## config.mk

```make
export PLATFORM = sky130hd
export DESIGN_NAME = uart_tx_fifo
export DESIGN_NICKNAME = d
export VERILOG_FILES = /design/src/rtl/uart_tx_fifo.sv
export SDC_FILE = /design/constraint.sdc
export NUM_CORES = 1
export LEC_CHECK = 0
export CORE_MARGIN = 2
export CORE_UTILIZATION = 50
export DETAILED_ROUTE_END_ITERATION = 10
export GPL_TIMING_DRIVEN = 1
export PLACE_DENSITY_LB_ADDON = 0.2
export SYNTH_ARGS = -nofsm -noshare
export SYNTH_HDL_FRONTEND = slang
export SYNTH_SLANG_ARGS = --single-unit
```

## constraint.sdc

```tcl
create_clock -name clk -period 5.5 [get_ports clk]
set_input_delay 0.55 -clock clk [delete_from_list [all_inputs] [get_ports clk]]
set_output_delay 0.55 -clock clk [all_outputs]
set_load 0.01 [all_outputs]
```

## src/rtl/uart_tx_fifo.sv

```systemverilog
// Byte FIFO between the CPU's memory-mapped UART TX address and the rs232c transmitter.
// Buffers CPU stores and drains them with the TX_DATA_EN / TX_BUSY handshake.
module uart_tx_fifo #(
   parameter int unsigned                 ADDRESS_WIDTH = 16,
   parameter logic [ADDRESS_WIDTH-1:0]    TX_ADDRESS    = ADDRESS_WIDTH'(16'hFFFF),
   parameter int unsigned                 DEPTH_LOG2    = 4,
   parameter int unsigned                 ARM_TIMEOUT   = 3
) (
   input  logic                      clk,
   input  logic                      rstb,
   input  logic [ADDRESS_WIDTH-1:0]  address,
   input  logic                      wren,
   input  logic [7:0]                wr_data,
   output logic                      hold,
   output logic [7:0]                tx_data,
   output logic                      tx_en,
   input  logic                      tx_busy,
   output logic [DEPTH_LOG2:0]       level,
   output logic                      overflow
);

   localparam int unsigned DEPTH = 1 << DEPTH_LOG2;
   localparam int unsigned LVL_W = DEPTH_LOG2 + 1;
   localparam int unsigned ARM_W = $clog2(ARM_TIMEOUT + 2);

   typedef enum logic [1:0] {
      S_IDLE,
      S_LAUNCH,
      S_ARM,
      S_DRAIN
   } state_t;

   state_t                 state;
   logic [7:0]             mem [DEPTH];
   logic [DEPTH_LOG2-1:0]  wptr;
   logic [DEPTH_LOG2-1:0]  rptr;
   logic [ARM_W-1:0]       arm_cnt;
   logic                   full_c;
   logic                   store_c;
   logic                   push_c;
   logic                   pop_c;

   assign full_c  = (level == LVL_W'(DEPTH));
   assign hold    = full_c;
   assign store_c = wren && (address == TX_ADDRESS);
   // A store to a full FIFO is dropped even if a pop frees a slot on the same edge
   assign push_c  = store_c && !full_c;
   assign pop_c   = (state == S_IDLE) && (level != '0);

   // Storage array; contents are don't-care after reset
   always_ff @(posedge clk) begin
      if (push_c) begin
         mem[wptr] <= wr_data;
      end
   end

   // Pointers, occupancy and sticky overflow
   always_ff @(posedge clk or negedge rstb) begin
      if (!rstb) begin
         wptr     <= '0;
         rptr     <= '0;
         level    <= '0;
         overflow <= 1'b0;
      end else begin
         if (push_c) wptr <= wptr + 1'b1;
         if (pop_c)  rptr <= rptr + 1'b1;
         if (store_c && full_c) overflow <= 1'b1;
         case ({push_c, pop_c})
            2'b10:   level <= level + 1'b1;
            2'b01:   level <= level - 1'b1;
            default: level <= level;
         endcase
      end
   end

   // Drain FSM: launch one byte, wait for the transmitter to take it and finish
   always_ff @(posedge clk or negedge rstb) begin
      if (!rstb) begin
         state   <= S_IDLE;
         tx_en   <= 1'b0;
         tx_data <= 8'h00;
         arm_cnt <= '0;
      end else begin
         tx_en <= 1'b0;
         case (state)
            S_IDLE: begin
               if (pop_c) begin
                  tx_data <= mem[rptr];
                  tx_en   <= 1'b1;
                  state   <= S_LAUNCH;
               end
            end
            S_LAUNCH: begin
               arm_cnt <= '0;
               state   <= S_ARM;
            end
            S_ARM: begin
               // A transmitter that never raises busy still counts the byte as sent
               if (tx_busy) begin
                  state <= S_DRAIN;
               end else if (arm_cnt == ARM_W'(ARM_TIMEOUT)) begin
                  state <= S_IDLE;
               end else begin
                  arm_cnt <= arm_cnt + 1'b1;
               end
            end
            S_DRAIN: begin
               if (!tx_busy) state <= S_IDLE;
            end
            default: state <= S_IDLE;
         endcase
      end
   end

endmodule
```

# Word-level counts from Yosys, hierarchy flattened
# Memory sizes are Yosys's and may differ from the RTL's. A register that Yosys moved wholly into a read port is not among the register bits.
# Cells that the tools add are included.
# totals
mem_count,1
output_inout_bits,16
register_bits,20
ramBits,128
# memory_table
name,depth,width,rd,rd_ports_with_merged_regs,wr,line_no,source
mem,16,8,1,1,1,34,logic [7:0] mem [DEPTH];
# op_classes
eq_ne,13
mux,13
n_reduce_logical,13
addsub,5
# ops
op,count
$eq A16 B16 Y1 const B,1
$pmux W5 S2,1
$add A4 B1 Y4 const B,2
$mux W2,4
$ne A2 B2 Y1 const B,4
$pmux W2 S4,1
$eq A2 B2 Y1 const B,3
$mux W3,2
$pmux W3 S2,1
$reduce_and A3 Y1,2
$add A5 B1 Y5 const B,1
$eq A5 B5 Y1 const B,1
$reduce_bool A5 Y1,1
$sub A5 B1 Y5 const B,1
$eq A2 B1 Y1 const B,2
$logic_and A1 B1 Y1,4
$mux W1,4
$reduce_bool A2 Y1,2
$add A3 B1 Y3 const B,1
$eq A3 B2 Y1 const B,1
$ne A3 B3 Y1 const B,1
$logic_not A1 Y1,2
$logic_not A2 Y1,1
$reduce_and A2 Y1,1

# Logic depth before layout (Yosys ltp)
# depth
ltp_word,5
mapped_depth,13
depth_no_buf,11

# Least setup slack after synthesis
# OpenSTA, ideal clock, no wires.
# synth_timing
path_kind,register -> register
start,reg level[2]
end,reg level[4]
n_path_buf,2
setup_ns,0.105
path_stages_with_launch,14
required_ns,5.395
slack_ns,2.625
arrival_ns,2.770
period_less_slack_ns,2.875
cell_sequence,dfrtp_1 > buf_2 > nor4_4 > a2111oi_4 > and2_2 > inv_2 > ha_1 > clkbuf_1 > xor2_1 > ha_1 > o211a_1 > o21ai_0 > o41ai_1 > nor4b_1
# synth_via
elab_chain_len,5
# synth_lines
element,line_no,source
"start, declared",18,"output logic [DEPTH_LOG2:0] level,"
"start signal, assigned",69,2'b10: level <= level + 1'b1;
"start signal, assigned",70,2'b01: level <= level - 1'b1;
"start signal, assigned",71,default: level <= level;
$eq A5 B5 Y1,43,assign full_c = (level == LVL_W'(DEPTH));
$logic_not A1 Y1,47,assign push_c = store_c && !full_c;
$logic_and A1 B1 Y1,47,
$eq A2 B1 Y1 / $eq A2 B2 Y1 (equally long branches),68,"case ({push_c, pop_c})"
$pmux W5 S2 / $reduce_bool A2 Y1 (equally long branches),--,
# Parallel ways exist; a longest one is shown, timed or not.
# A chain may end at the register's enable or synchronous reset.

# Final worst setup path
# layout_timing
start,reg level[2]
end,reg level[4]
# layout_rtl
element,line_no,source
$reduce_bool A5 Y1 *,48,assign pop_c = (state == S_IDLE) && (level != '0);
$logic_and A1 B1 Y1 *,48,
named net pop_c,41,logic pop_c;
$eq A2 B1 Y1 / $eq A2 B2 Y1 (equally long branches),68,
$pmux W5 S2 / $reduce_bool A2 Y1 (equally long branches),--,
# Mark *: on every way through the listed nets, which the timed path passes. The rest lies on a longest branch.

==> results.py <==
metrics = {
    "run_status": {
        "outcome": "completed",
    },
    "clock_tree": {
        "numCtsBuffers": 17,
        "clk_pin_slew_ns": 0.06,
        "clkSinkCount": 156,
        "clock_path_buffers": 2,
        "postCtsSetupBuffers": 0,
        "cts_hold_buf": 0,
        "htree_levels": 4,
        "cts_tree": "done",
        "clock_latency_ns": 0.42,
        "cts_root_buf": "clkbuf_16",
        "post_cts_resized": 0,
    },
    "setup_path": {
        "critPathKind": "reg2reg",
        "critical_path_arrival_ns": 3.75,
        "end_kind": "flop",
        "rr_startpoint": "level[2]$_DFFE_PN0P_",
        "worstPathMaxFanout": 20,
        "worst_path_max_delay_cell": "a211o_1",
        "reg2reg_depth": 10,
        "crit_chain": "nor4_4 > a211o_1 > inv_2 > ha_1 > xor2_1 > ha_1 > nor2b_1 > o21ai_0 > a21oi_1 > nor4b_1",
        "crit_path_start_kind": "flop",
        "cp_common_cell": "ha_1",
        "cpPeakStageDelay_ns": 0.67,
        "required_ns": 5.82,
        "critical_path.startpoint": "level[2]$_DFFE_PN0P_",
    },
    "pwr": {
        "power_density_nw_per_um2": 456,
        "p_switching_mw": 1.01,
        "p_seq_share_pct": 41.3,
        "p_leak_nw": 2.72,
        "finalPower_mw": 3.53,
        "combPwrFrac_pct": 26.7,
        "internal_power_mw": 2.52,
        "p_clk_share_pct": 32.0,
        "irDropWorstVdd_mv": 0.255,
        "power.share.switching_pct": 28.5,
    },
    "synthesis": {
        "syn_area_per_cell_um2": 17.9,
        "ys_seq_elements": 156,
        "ys_seq_area_share_pct": 69.0,
        "synthesis.area_um2": 6590,
        "async_reset_ff_share_pct": 17.9,
        "synthCells": 367,
        "synth_ff_type": "edfxtp_1",
        "synth_nets": 406,
        "yosysWarnings": 0,
        "synth_edf_count": 128,
        "ys_types": 47,
    },
    "final_layout": {
        "final_util_pct": 60.8,
        "syn2layout_area_growth_pct": 17.3,
        "fillers": 963,
        "multi_input_area_um2": 1870,
        "drive_gt1_share_pct": 15.9,
        "register_area_um2": 4550,
        "final_nets": 453,
        "n_antenna_cell": 0,
    },
    "floorplanning": {
        "core_um2": 12700,
        "rows": 41,
        "pin_count": 44,
        "die_height_um": 119,
        "dieArea_um2": 14100,
        "die_x_um": 119,
        "start_util_pct": 51.8,
    },
    "timing": {
        "max_freq_mhz": 292,
        "hold_ws_ns": 0.468,
        "tightest_slew_ns": 0.727,
        "setup_viol": 0,
        "max_slew_margin_pct": 51.5,
        "fin_tns_setup_ns": 0,
        "finClkSkew_ns": 0.00778,
        "fin_crit_sh_pct": 62.3,
        "rsz0062_at_grt": "no",
        "finalHoldViolCount": 0,
        "finalCriticalPeriod_ns": 3.43,
        "fin_ws_ns": 2.07,
        "finalMaxSlewViolations": 0,
    },
    "global_routing": {
        "grt_max_degree": 36,
        "grt_first_pass_wirelength_um": 20300,
        "grt_pass1_vias": 3567,
        "antenna_found_initial": 0,
        "track_usage_pct": 19.6,
        "grt_overflow_total": 0,
    },
    "placed_design": {
        "dp_hpwl_um": 7760,
        "pre_cts_ws_ns": 1.84,
        "numPortBuffers": 43,
        "gp_congestion": 0.699,
    },
    "drt": {
        "drtPass1Iterations": 4,
        "dr.first_iter.drc_count": 273,
        "vias": 3417,
        "routed_wl_um": 12600,
        "wl_per_cell_um": 21.0,
        "vias_per_cell": 5.70,
        "drc_errors": 0,
        "drtAntennaViolNets": 0,
    },
    "job": {
        "maxCapViolations": 0,
    },
    "hold_path": {
        "min_from": "overflow$_DFFE_PN0P_",
        "hp-class": "reg2reg",
        "whs_path_depth": 1,
    },
}
==> cell usage after synthesis (2+ instances only) <==
master,count,area (um^2)
inv_1,6,22.5
and4b_1,8,80.1
nand3_1,5,25.0
buf_2,8,40.0
a211o_1,9,78.8
nor4b_1,5,43.8
mux4_2,24,541
nor2_1,7,26.3
nor2b_1,12,75.1
nand2_1,16,60.1
ha_1,11,138
nor3_1,4,20.0
a22o_1,8,70.1
mux2i_1,10,100
and4_1,4,35.0
buf_1,2,7.51
buf_6,2,22.5
clkbuf_1,7,26.3
mux4_1,8,210
edfxtp_1,128,3840
inv_2,2,7.51
xor2_1,3,26.3
dfrtp_1,28,701
buf_4,2,15.0
nand4_1,3,18.8
a21oi_1,12,60.1
xnor2_1,7,61.3
nor3b_1,2,15.0
o21ai_0,6,30.0
==> metrics by stage <==
step	area, um^2	std cells
after floorplan	6590	367
after global placement	7160	567
after detailed placement	7160	567
after CTS	7730	599
after global routing	7730	599
final	7730	599
==> worst max-delay path, delay by kind of cell (launching register included) <==
family                   cells  cell delay (ns)
AND/OR/NAND/NOR              3             0.85
flip-flops                   1             0.50
XOR/XNOR                     1             0.19
buffers and inverters        1             0.18
adder cells (fa/ha/maj)      2             0.58
AO/OA/AOI/OAI                3             1.02
==> path summary, 6_finish.rpt <==
path                                        end  slack, ns
max                        level[4]$_DFFE_PN0P_       2.07
min                        overflow$_DFFE_PN0P_       0.47
max reg2reg                level[4]$_DFFE_PN0P_       2.07
min reg2reg                overflow$_DFFE_PN0P_       0.47
max in group asynchronous   rptr[0]$_DFFE_PN0P_       4.66
min in group asynchronous  overflow$_DFFE_PN0P_       0.52
==> routing by layer <==
| layer | track usage, % | vias to the layer above | wire length [um] |
|---|---|---|---|
| met5 | 0 | - | 0 |
| met4 | 7.29 | 0 | 177 |
| met3 | 4.63 | 14 | 575 |
| met2 | 30.6 | 84 | 6250 |
| met1 | 27.1 | 1740 | 5600 |
| li1 | - | 1579 | - |
==> cell families (layout without fill, tap and decap cells) <==
| group | count (synthesis) | in the layout | synth area share (%) |
|---|---|---|---|
| xor+xnor | 10 | 10 | 1.33 |
| compound gates | 45 | 45 | 5.13 |
| buf+inv | 31 | 91 | 2.56 |
| flops | 156 | 156 | 69.0 |
| simple gates | 71 | 71 | 6.82 |
| mux | 43 | 43 | 13.1 |
| fa+ha+maj | 11 | 11 | 2.09 |
==> state kept, by name (all words and copies together), names as in the netlist <==
| signal | cells |
|---|---|
| wptr | 4 |
| tx_en | 1 |
| arm_cnt | 3 |
| tx_data | 8 |
| rptr | 4 |
| overflow | 1 |
| state | 2 |
| mem | 128 |
| level | 5 |
==> placed cells by master, fill, tap and decap left out, drive strengths merged, types with 5 or more instances in the layout <==
cell / n
edfxtp: 128
clkdlybuf4s50: 43
mux4: 32
dfrtp: 28
clkbuf: 18
nand2: 16
nor2b: 12
a21oi: 12
ha: 11
inv: 11
mux2i: 10
a211o: 9
and4b: 8
a22o: 8
buf: 8
nor2: 7
xnor2: 7
o21ai: 7
clkinv: 6
nand3: 5
nor4b: 5
==> layout make-up <==
class	count	share of cell area [%]
Clock buffer	18	5.55
Clock inverter	14	1.88
Inverter	8	0.388
Multi-Input combinational cell	180	24.2
Sequential cell	156	58.8
Tap cell	172	2.78
Timing Repair Buffer	51	6.35
==> power by group through the flow <==
stage | clock [mW] | sequential [mW] | combinational (mW)
after floorplan | 0 | 1.45 | 0.733
after global placement | 0 | 1.48 | 0.936
after detailed placement | 0 | 1.48 | 0.952
after CTS | 1.15 | 1.46 | 0.958
after global routing | 1.20 | 1.47 | 1.03
final | 1.13 | 1.46 | 0.941
Power figures use the tool's default switching activity.
